--- config.mk ---
export PLATFORM = sky130hd
export DESIGN_NAME = hilo_acc_unit_flat
export DESIGN_NICKNAME = d
export VERILOG_FILES = /design/src/rtl/hilo_acc_unit_pkg.sv /design/src/rtl/hilo_acc_unit_if.sv /design/src/rtl/hilo_mul_stage.sv /design/src/rtl/hilo_acc_unit.sv /design/src/flat_wrapper.sv
export SDC_FILE = /design/constraint.sdc
export NUM_CORES = 2
export LEC_CHECK = 0
export CAP_MARGIN = 10
export CELL_PAD_IN_SITES_DETAIL_PLACEMENT = 2
export CELL_PAD_IN_SITES_GLOBAL_PLACEMENT = 2
export CORE_UTILIZATION = 45
export CTS_CLUSTER_SIZE = 20
export DETAILED_ROUTE_END_ITERATION = 10
export PLACE_DENSITY_LB_ADDON = 0.12
export SLEW_MARGIN = 20
export SYNTH_ARGS = -nofsm -noshare
export SYNTH_HDL_FRONTEND = slang
export SYNTH_HIERARCHICAL = 1
export SYNTH_SLANG_ARGS = --single-unit
--- constraint.sdc ---
create_clock -name clk -period 7.9 [get_ports clk]
set_input_delay 1.185 -clock clk [delete_from_list [all_inputs] [get_ports clk]]
set_output_delay 1.185 -clock clk [all_outputs]
set_load 0.03 [all_outputs]
--- src/rtl/hilo_acc_unit_pkg.sv ---
// Shared definitions for the HI/LO accumulate unit: widths, op codes and FSM states.
package hilo_acc_unit_pkg;

    localparam int REG_DATA_BUS_W = 32;
    localparam int HILO_DATA_W    = REG_DATA_BUS_W;

    typedef enum logic [2:0] {
        HILO_OP_NOP     = 3'b000,
        HILO_OP_WR_HI   = 3'b001,
        HILO_OP_WR_LO   = 3'b010,
        HILO_OP_WR_BOTH = 3'b011,
        HILO_OP_MUL     = 3'b100,
        HILO_OP_MADD    = 3'b101,
        HILO_OP_MSUB    = 3'b110,
        HILO_OP_RSVD    = 3'b111
    } hilo_op_e;

    typedef enum logic [1:0] {
        IDLE = 2'b00,
        S_LO = 2'b01,
        S_HI = 2'b10
    } hilo_state_e;

    function automatic logic is_mul_op(input hilo_op_e op);
        return (op == HILO_OP_MUL) || (op == HILO_OP_MADD) || (op == HILO_OP_MSUB);
    endfunction

endpackage

--- src/rtl/hilo_acc_unit_if.sv ---
// Request/result bundle between the pipeline (master) and the HI/LO unit (slave).
interface hilo_acc_unit_if #(
    parameter int DATA_W = hilo_acc_unit_pkg::HILO_DATA_W
);
    logic              req_valid_i;
    logic              req_ready_o;
    logic [2:0]        op_i;
    logic              signed_i;
    logic [DATA_W-1:0] hi_i;
    logic [DATA_W-1:0] lo_i;
    logic [DATA_W-1:0] a_i;
    logic [DATA_W-1:0] b_i;
    logic              flush_i;
    logic [DATA_W-1:0] hi_o;
    logic [DATA_W-1:0] lo_o;
    logic              done_o;

    modport master (
        output req_valid_i, op_i, signed_i, hi_i, lo_i, a_i, b_i, flush_i,
        input  req_ready_o, hi_o, lo_o, done_o
    );

    modport slave (
        input  req_valid_i, op_i, signed_i, hi_i, lo_i, a_i, b_i, flush_i,
        output req_ready_o, hi_o, lo_o, done_o
    );
endinterface

--- src/rtl/hilo_mul_stage.sv ---
// Widening multiplier: sign- or zero-extends both operands, keeps the low 2*DATA_W bits.
module hilo_mul_stage
    import hilo_acc_unit_pkg::*;
#(
    parameter int DATA_W = HILO_DATA_W
) (
    input  logic [DATA_W-1:0]   a,
    input  logic [DATA_W-1:0]   b,
    input  logic                is_signed,
    output logic [2*DATA_W-1:0] prod
);
    logic [2*DATA_W-1:0] a_ext;
    logic [2*DATA_W-1:0] b_ext;

    assign a_ext = is_signed ? {{DATA_W{a[DATA_W-1]}}, a} : {{DATA_W{1'b0}}, a};
    assign b_ext = is_signed ? {{DATA_W{b[DATA_W-1]}}, b} : {{DATA_W{1'b0}}, b};
    assign prod  = a_ext * b_ext;
endmodule

--- src/rtl/hilo_acc_unit.sv ---
// Architectural HI/LO state with direct writes and a 3-edge MUL/MADD/MSUB path.
module hilo_acc_unit
    import hilo_acc_unit_pkg::*;
#(
    parameter int DATA_W = HILO_DATA_W
) (
    input logic            clk,
    input logic            rst,
    hilo_acc_unit_if.slave bus
);
    hilo_state_e         state, next_state;
    hilo_op_e            req_op, op_q;
    logic [2*DATA_W-1:0] mul_prod, prod;
    logic [DATA_W-1:0]   hi_q, lo_q, lo_tmp, hi_calc;
    logic [DATA_W:0]     lo_calc;
    logic                carry, done_q, accept;

    assign req_op = hilo_op_e'(bus.op_i);
    assign accept = bus.req_valid_i && (state == IDLE) && !bus.flush_i;

    assign bus.req_ready_o = (state == IDLE);
    assign bus.hi_o        = hi_q;
    assign bus.lo_o        = lo_q;
    assign bus.done_o      = done_q;

    hilo_mul_stage #(.DATA_W(DATA_W)) u_mul (
        .a         (bus.a_i),
        .b         (bus.b_i),
        .is_signed (bus.signed_i),
        .prod      (mul_prod)
    );

    // NOTE: every output of an always_comb gets a default first, so no path can infer a latch.
    always_comb begin
        next_state = state;
        case (state)
            IDLE:    if (accept && is_mul_op(req_op)) next_state = S_LO;
            S_LO:    next_state = bus.flush_i ? IDLE : S_HI;
            S_HI:    next_state = IDLE;
            default: next_state = IDLE;
        endcase
    end

    // Bit DATA_W of lo_calc is the carry out (MADD) or borrow out (MSUB) of the low half.
    always_comb begin
        lo_calc = {1'b0, prod[DATA_W-1:0]};
        hi_calc = prod[2*DATA_W-1:DATA_W];
        case (op_q)
            HILO_OP_MADD: begin
                lo_calc = {1'b0, lo_q} + {1'b0, prod[DATA_W-1:0]};
                hi_calc = hi_q + prod[2*DATA_W-1:DATA_W] + DATA_W'(carry);
            end
            HILO_OP_MSUB: begin
                lo_calc = {1'b0, lo_q} - {1'b0, prod[DATA_W-1:0]};
                hi_calc = hi_q - prod[2*DATA_W-1:DATA_W] - DATA_W'(carry);
            end
            default: ;
        endcase
    end

    // NOTE: sequential state uses non-blocking assignments so every register samples pre-edge values.
    // NOTE: all datapath registers, not just the FSM, are cleared so a reset mid-op leaves no residue.
    always_ff @(posedge clk or posedge rst) begin
        if (rst) begin
            state  <= IDLE;
            op_q   <= HILO_OP_NOP;
            prod   <= '0;
            lo_tmp <= '0;
            carry  <= 1'b0;
            hi_q   <= '0;
            lo_q   <= '0;
            done_q <= 1'b0;
        end else begin
            state  <= next_state;
            done_q <= 1'b0;
            case (state)
                IDLE: if (accept) begin
                    case (req_op)
                        HILO_OP_WR_HI:   hi_q <= bus.hi_i;
                        HILO_OP_WR_LO:   lo_q <= bus.lo_i;
                        HILO_OP_WR_BOTH: begin
                            hi_q <= bus.hi_i;
                            lo_q <= bus.lo_i;
                        end
                        HILO_OP_MUL, HILO_OP_MADD, HILO_OP_MSUB: begin
                            prod <= mul_prod;
                            op_q <= req_op;
                        end
                        default: ;
                    endcase
                end
                S_LO: if (!bus.flush_i) begin
                    lo_tmp <= lo_calc[DATA_W-1:0];
                    carry  <= lo_calc[DATA_W];
                end
                S_HI: if (!bus.flush_i) begin
                    hi_q   <= hi_calc;
                    lo_q   <= lo_tmp;
                    done_q <= 1'b1;
                end
                default: ;
            endcase
        end
    end
endmodule

--- src/flat_wrapper.sv ---
// flat-port wrapper written by rule: the top's interface ports become plain ports
module hilo_acc_unit_flat import hilo_acc_unit_pkg::*;
#(
    parameter int DATA_W = HILO_DATA_W
)
  (clk, rst, bus_req_valid_i, bus_op_i, bus_signed_i, bus_hi_i, bus_lo_i, bus_a_i, bus_b_i, bus_flush_i, bus_req_ready_o, bus_hi_o, bus_lo_o, bus_done_o);
  hilo_acc_unit_if #(.DATA_W(DATA_W)) bus_i ();
  input logic clk;
  input logic rst;
  input wire logic [$bits(bus_i.req_valid_i)-1:0] bus_req_valid_i;
  input wire logic [$bits(bus_i.op_i)-1:0] bus_op_i;
  input wire logic [$bits(bus_i.signed_i)-1:0] bus_signed_i;
  input wire logic [$bits(bus_i.hi_i)-1:0] bus_hi_i;
  input wire logic [$bits(bus_i.lo_i)-1:0] bus_lo_i;
  input wire logic [$bits(bus_i.a_i)-1:0] bus_a_i;
  input wire logic [$bits(bus_i.b_i)-1:0] bus_b_i;
  input wire logic [$bits(bus_i.flush_i)-1:0] bus_flush_i;
  output wire logic [$bits(bus_i.req_ready_o)-1:0] bus_req_ready_o;
  output wire logic [$bits(bus_i.hi_o)-1:0] bus_hi_o;
  output wire logic [$bits(bus_i.lo_o)-1:0] bus_lo_o;
  output wire logic [$bits(bus_i.done_o)-1:0] bus_done_o;
  assign bus_i.req_valid_i = bus_req_valid_i;
  assign bus_i.op_i = bus_op_i;
  assign bus_i.signed_i = bus_signed_i;
  assign bus_i.hi_i = bus_hi_i;
  assign bus_i.lo_i = bus_lo_i;
  assign bus_i.a_i = bus_a_i;
  assign bus_i.b_i = bus_b_i;
  assign bus_i.flush_i = bus_flush_i;
  assign bus_req_ready_o = bus_i.req_ready_o;
  assign bus_hi_o = bus_i.hi_o;
  assign bus_lo_o = bus_i.lo_o;
  assign bus_done_o = bus_i.done_o;
  hilo_acc_unit #(.DATA_W(DATA_W)) u_core (.clk(clk), .rst(rst), .bus(bus_i));
endmodule
==> flow_summary.toml, run 1 <==
[floorplanning]
die_x_um = 372
start_util = 0.454
pin_count = 202
floorplan.rows = 135
die_h_um = 372

[synth]
postSynthAreaPerCell_sq_um = 9.02
yosysWarnings = 6
ys_types = 95
synth_seq_area_share = 0.0679
synthTopCellsByArea = "fa_1, inv_1, ha_1, dfrtp_1, and2_1"
synth_seq_cells = 167
async_flop_share = 1.00
syn_inst = 6820
synth_top_cell_by_area = "fa_1"
syn-num-nets = 8811
synthTopCellsByCount = "inv_1, fa_1, nand2_1"
synth_edf_count = 0
synth.most_common_cell = "inv_1"
syn_area_sq_um = 61500
synth.top_cell.area_share = 0.462
synth_flop_cell = "dfrtp_1"

[run_status]
first-error = "[ERROR DPL-0033] detailed placement checks failed during check placement."
lastStage = "detailed placement"
outcome = "stopped before the end"

[placement]
hpwl_mm = 252
portBuffers = 201
gp_congestion = 0.965
[kinds of logic after synthesis]
family / Yosys count / share of synthesized area
buffers and inverters: 1945 / 0.119
and+or+nand+nor: 1875 / 0.148
adders and majority gates: 1855 / 0.550
AOI/OAI and AO/OA: 712 / 0.0757
xor gates and xnor gates: 223 / 0.0317
DFF: 167 / 0.0679
muxes: 43 / 0.00704
[per-stage QoR]
| step | setup TNS, ps | setup slack [ps] | hold slack, ps | std cells |
|---|---|---|---|---|
| after floorplan | -19010 | -1130 | 448 | 6820 |
| after global placement | -83050 | -2090 | 464 | 9240 |
==> run 2: changes to the inputs <==
Settings changed: CELL_PAD_IN_SITES_DETAIL_PLACEMENT 2 to not set, CELL_PAD_IN_SITES_GLOBAL_PLACEMENT 2 to not set, CORE_UTILIZATION 45 to 40, CTS_CLUSTER_SIZE 20 to not set, PLACE_DENSITY_LB_ADDON 0.12 to 0.15.
==> run 2 against run 1 <==
The flow now finishes, with violations (setup timing); area after synthesis unchanged; synthesized cell count stayed put.
==> flow_summary.toml, run 2 <==
[run_status]
outcome = "finished with violations"
violations = "setup timing"

[grt]
grt_pass1_vias = 52400
grt-ovfl-total = 0
antenna_found_initial = 6
grt_use_total = 0.264
grt_max_degree = 104
grt_pass1_wl_mm = 315

[sta]
setup_viol = 40
worst_slew_pin_slew_ps = 967
slew_viol_final = 0
fin_crit_sh = 1.13
fmax_ghz = 0.112
fin_setup_tns_ps = -26440
slew_headroom = 0.355
worst_slack_ps = -1030
hold_violations = 0
holdWs_ps = 478
period_needed_ps = 8930
rsz0062_at_grt = "yes"
skew_ps = 16.5

[cts]
clk_pin_slew_worst_paths_ps = 70
clockBufferDepth = 2
ctsHoldBuffers = 0
cts_tree = "built"
cts_sinks = 167
clock_latency_ps = 460
cts_buffers = 17
htree_levels = 4
root_buffer = "clkbuf_16"

[floorplanning]
die_h_um = 394
die_x_um = 394
pin_count = 202
start_util = 0.404
dieArea_sq_um = 155000
coreArea_sq_um = 152000
floorplan.rows = 143

[drt]
firstDrtPassIters = 5
wire_per_inst_um = 20.8
antenna_left = 0
drc = 0
drtIter0Drc = 3204
route.vias.total = 48500
viasPerCell = 4.99
wirelength_mm = 202

[setup_path]
path_delay_family = "adder cells"
cpMaxStageDelayCell = "fa_2"
path_depth = 32
r2r_slack_ps = 2740
cp_slowest_stage_delay_ps = 640
cp-startpoint = "bus_a_i[31]"
critPathRequiredTime_ps = 8250
r2r-end = "u_core/carry"
cp-end-kind = "flop"
worst_path_most_repeated_cell = "fa_2"
worstSetupPathType = "in2reg"
cp-endpoint = "u_core/prod[59]"
cp.arrival_ps = 9280
crit_path_start_kind = "input pin"
r2r_cells = 17
path_max_fanout = 8
worst-path-buf-inv = 9
r2r_start = "u_core/prod[5]"

[synth]
syn_area_sq_um = 61500
syn-num-nets = 8811
syn_inst = 6820
synthTopCellsByCount = "inv_1, fa_1, nand2_1"
synth_seq_area_share = 0.0679
synth.top_cell.area_share = 0.462
yosysWarnings = 6
async_flop_share = 1.00
synth_seq_cells = 167
synth_flop_cell = "dfrtp_1"
synth.most_common_cell = "inv_1"
synthTopCellsByArea = "fa_1, inv_1, ha_1, dfrtp_1, and2_1"
postSynthAreaPerCell_sq_um = 9.02
ys_types = 95
synth_edf_count = 0
synth_top_cell_by_area = "fa_1"

[final_layout]
fin_nets = 9660
synthToLayoutAreaGrowth_pct = 25.9
multi_input_area_sq_um = 52300
fillers = 14100
top_register = "u_core/prod"
final_common_cell = "inv_1"
final_layout_size_suffix_gt1_frac = 0.206
most-common-layout-cells = "inv_1, fa_1, nand2_1"
largest_reg_flops = 64
seq_area_sq_um = 4180

[run]
maxCapViolations = 0

[worst_hold_path]
hp-class = "reg2reg"

[placement]
portBuffers = 201
hpwl_mm = 164
gp_congestion = 0.924
==> run 2: cell counts after synthesis <==
Identical to the previous run, type by type.
==> run 2: worst min-delay path: stages, from the launching register on <==
cell and delay [ps]:
dfrtp_1 340, nand2_1 50, nand3_1 50
==> run 2: timing repair <==
item	in CTS	in global routing
gates cloned	29	2
setup buffers	147	47
pin swaps	297	251
endpoints found under the setup margin	51	50
gates resized for setup	764	251
==> run 2: final cells by class <==
cell class | count | area share
antenna | 2 | 0.0000646
clock buffer | 18 | 0.00554
clock inverter | 13 | 0.00212
inverter | 1647 | 0.0800
multi-input combinational | 4709 | 0.675
sequential | 167 | 0.0539
tap | 2030 | 0.0328
timing repair buffer | 1127 | 0.150
==> run 2: per-stage QoR <==
step | instance area, sq um | setup slack, ps | cells | utilization
after CTS | 76400 | -1060 | 9678 | 0.502
final | 77500 | -1030 | 9713 | 0.509
after global placement | 72100 | -2160 | 9480 | 0.473
after detailed placement | 72100 | -2240 | 9480 | 0.473
after global routing | 77500 | -1290 | 9711 | 0.509
after floorplan | 62400 | -1130 | 6820 | -
==> run 2: metal layers <==
layer  part of all wire  wire length (um)  up-vias  track usage
met3              0.055             11200      235       0.0258
met5            0.00022                44        -            0
met2               0.45             91700     1354        0.422
met4              0.026              5260        6       0.0623
met1               0.46             93500    24800        0.385
li1                   -                 -    22100            -
==> run 2: worst min path at each step <==
stage,end,cells after the start,startpoint
floorplan,u_core/lo_tmp[13],2,u_core/lo_tmp[13]
global placement,u_core/lo_tmp[24],2,u_core/lo_tmp[24]
detailed placement,u_core/lo_tmp[18],2,u_core/lo_tmp[18]
CTS,u_core/lo_tmp[18],2,u_core/lo_tmp[18]
global route,u_core/lo_tmp[18],2,u_core/lo_tmp[18]
finish,u_core/lo_tmp[18],2,u_core/lo_tmp[18]
==> run 2: kinds of logic after synthesis <==
group / Yosys count / synth area share
compound gates: 712 / 0.0757
xor+xnor: 223 / 0.0317
fa+ha+maj: 1855 / 0.550
buf+inv: 1945 / 0.119
flops: 167 / 0.0679
mux: 43 / 0.00704
simple gates: 1875 / 0.148
Power of run 2 is left out: the tool's default activity adds up to more than one toggle a clock period on the data nets, which glitch-free logic cannot reach.
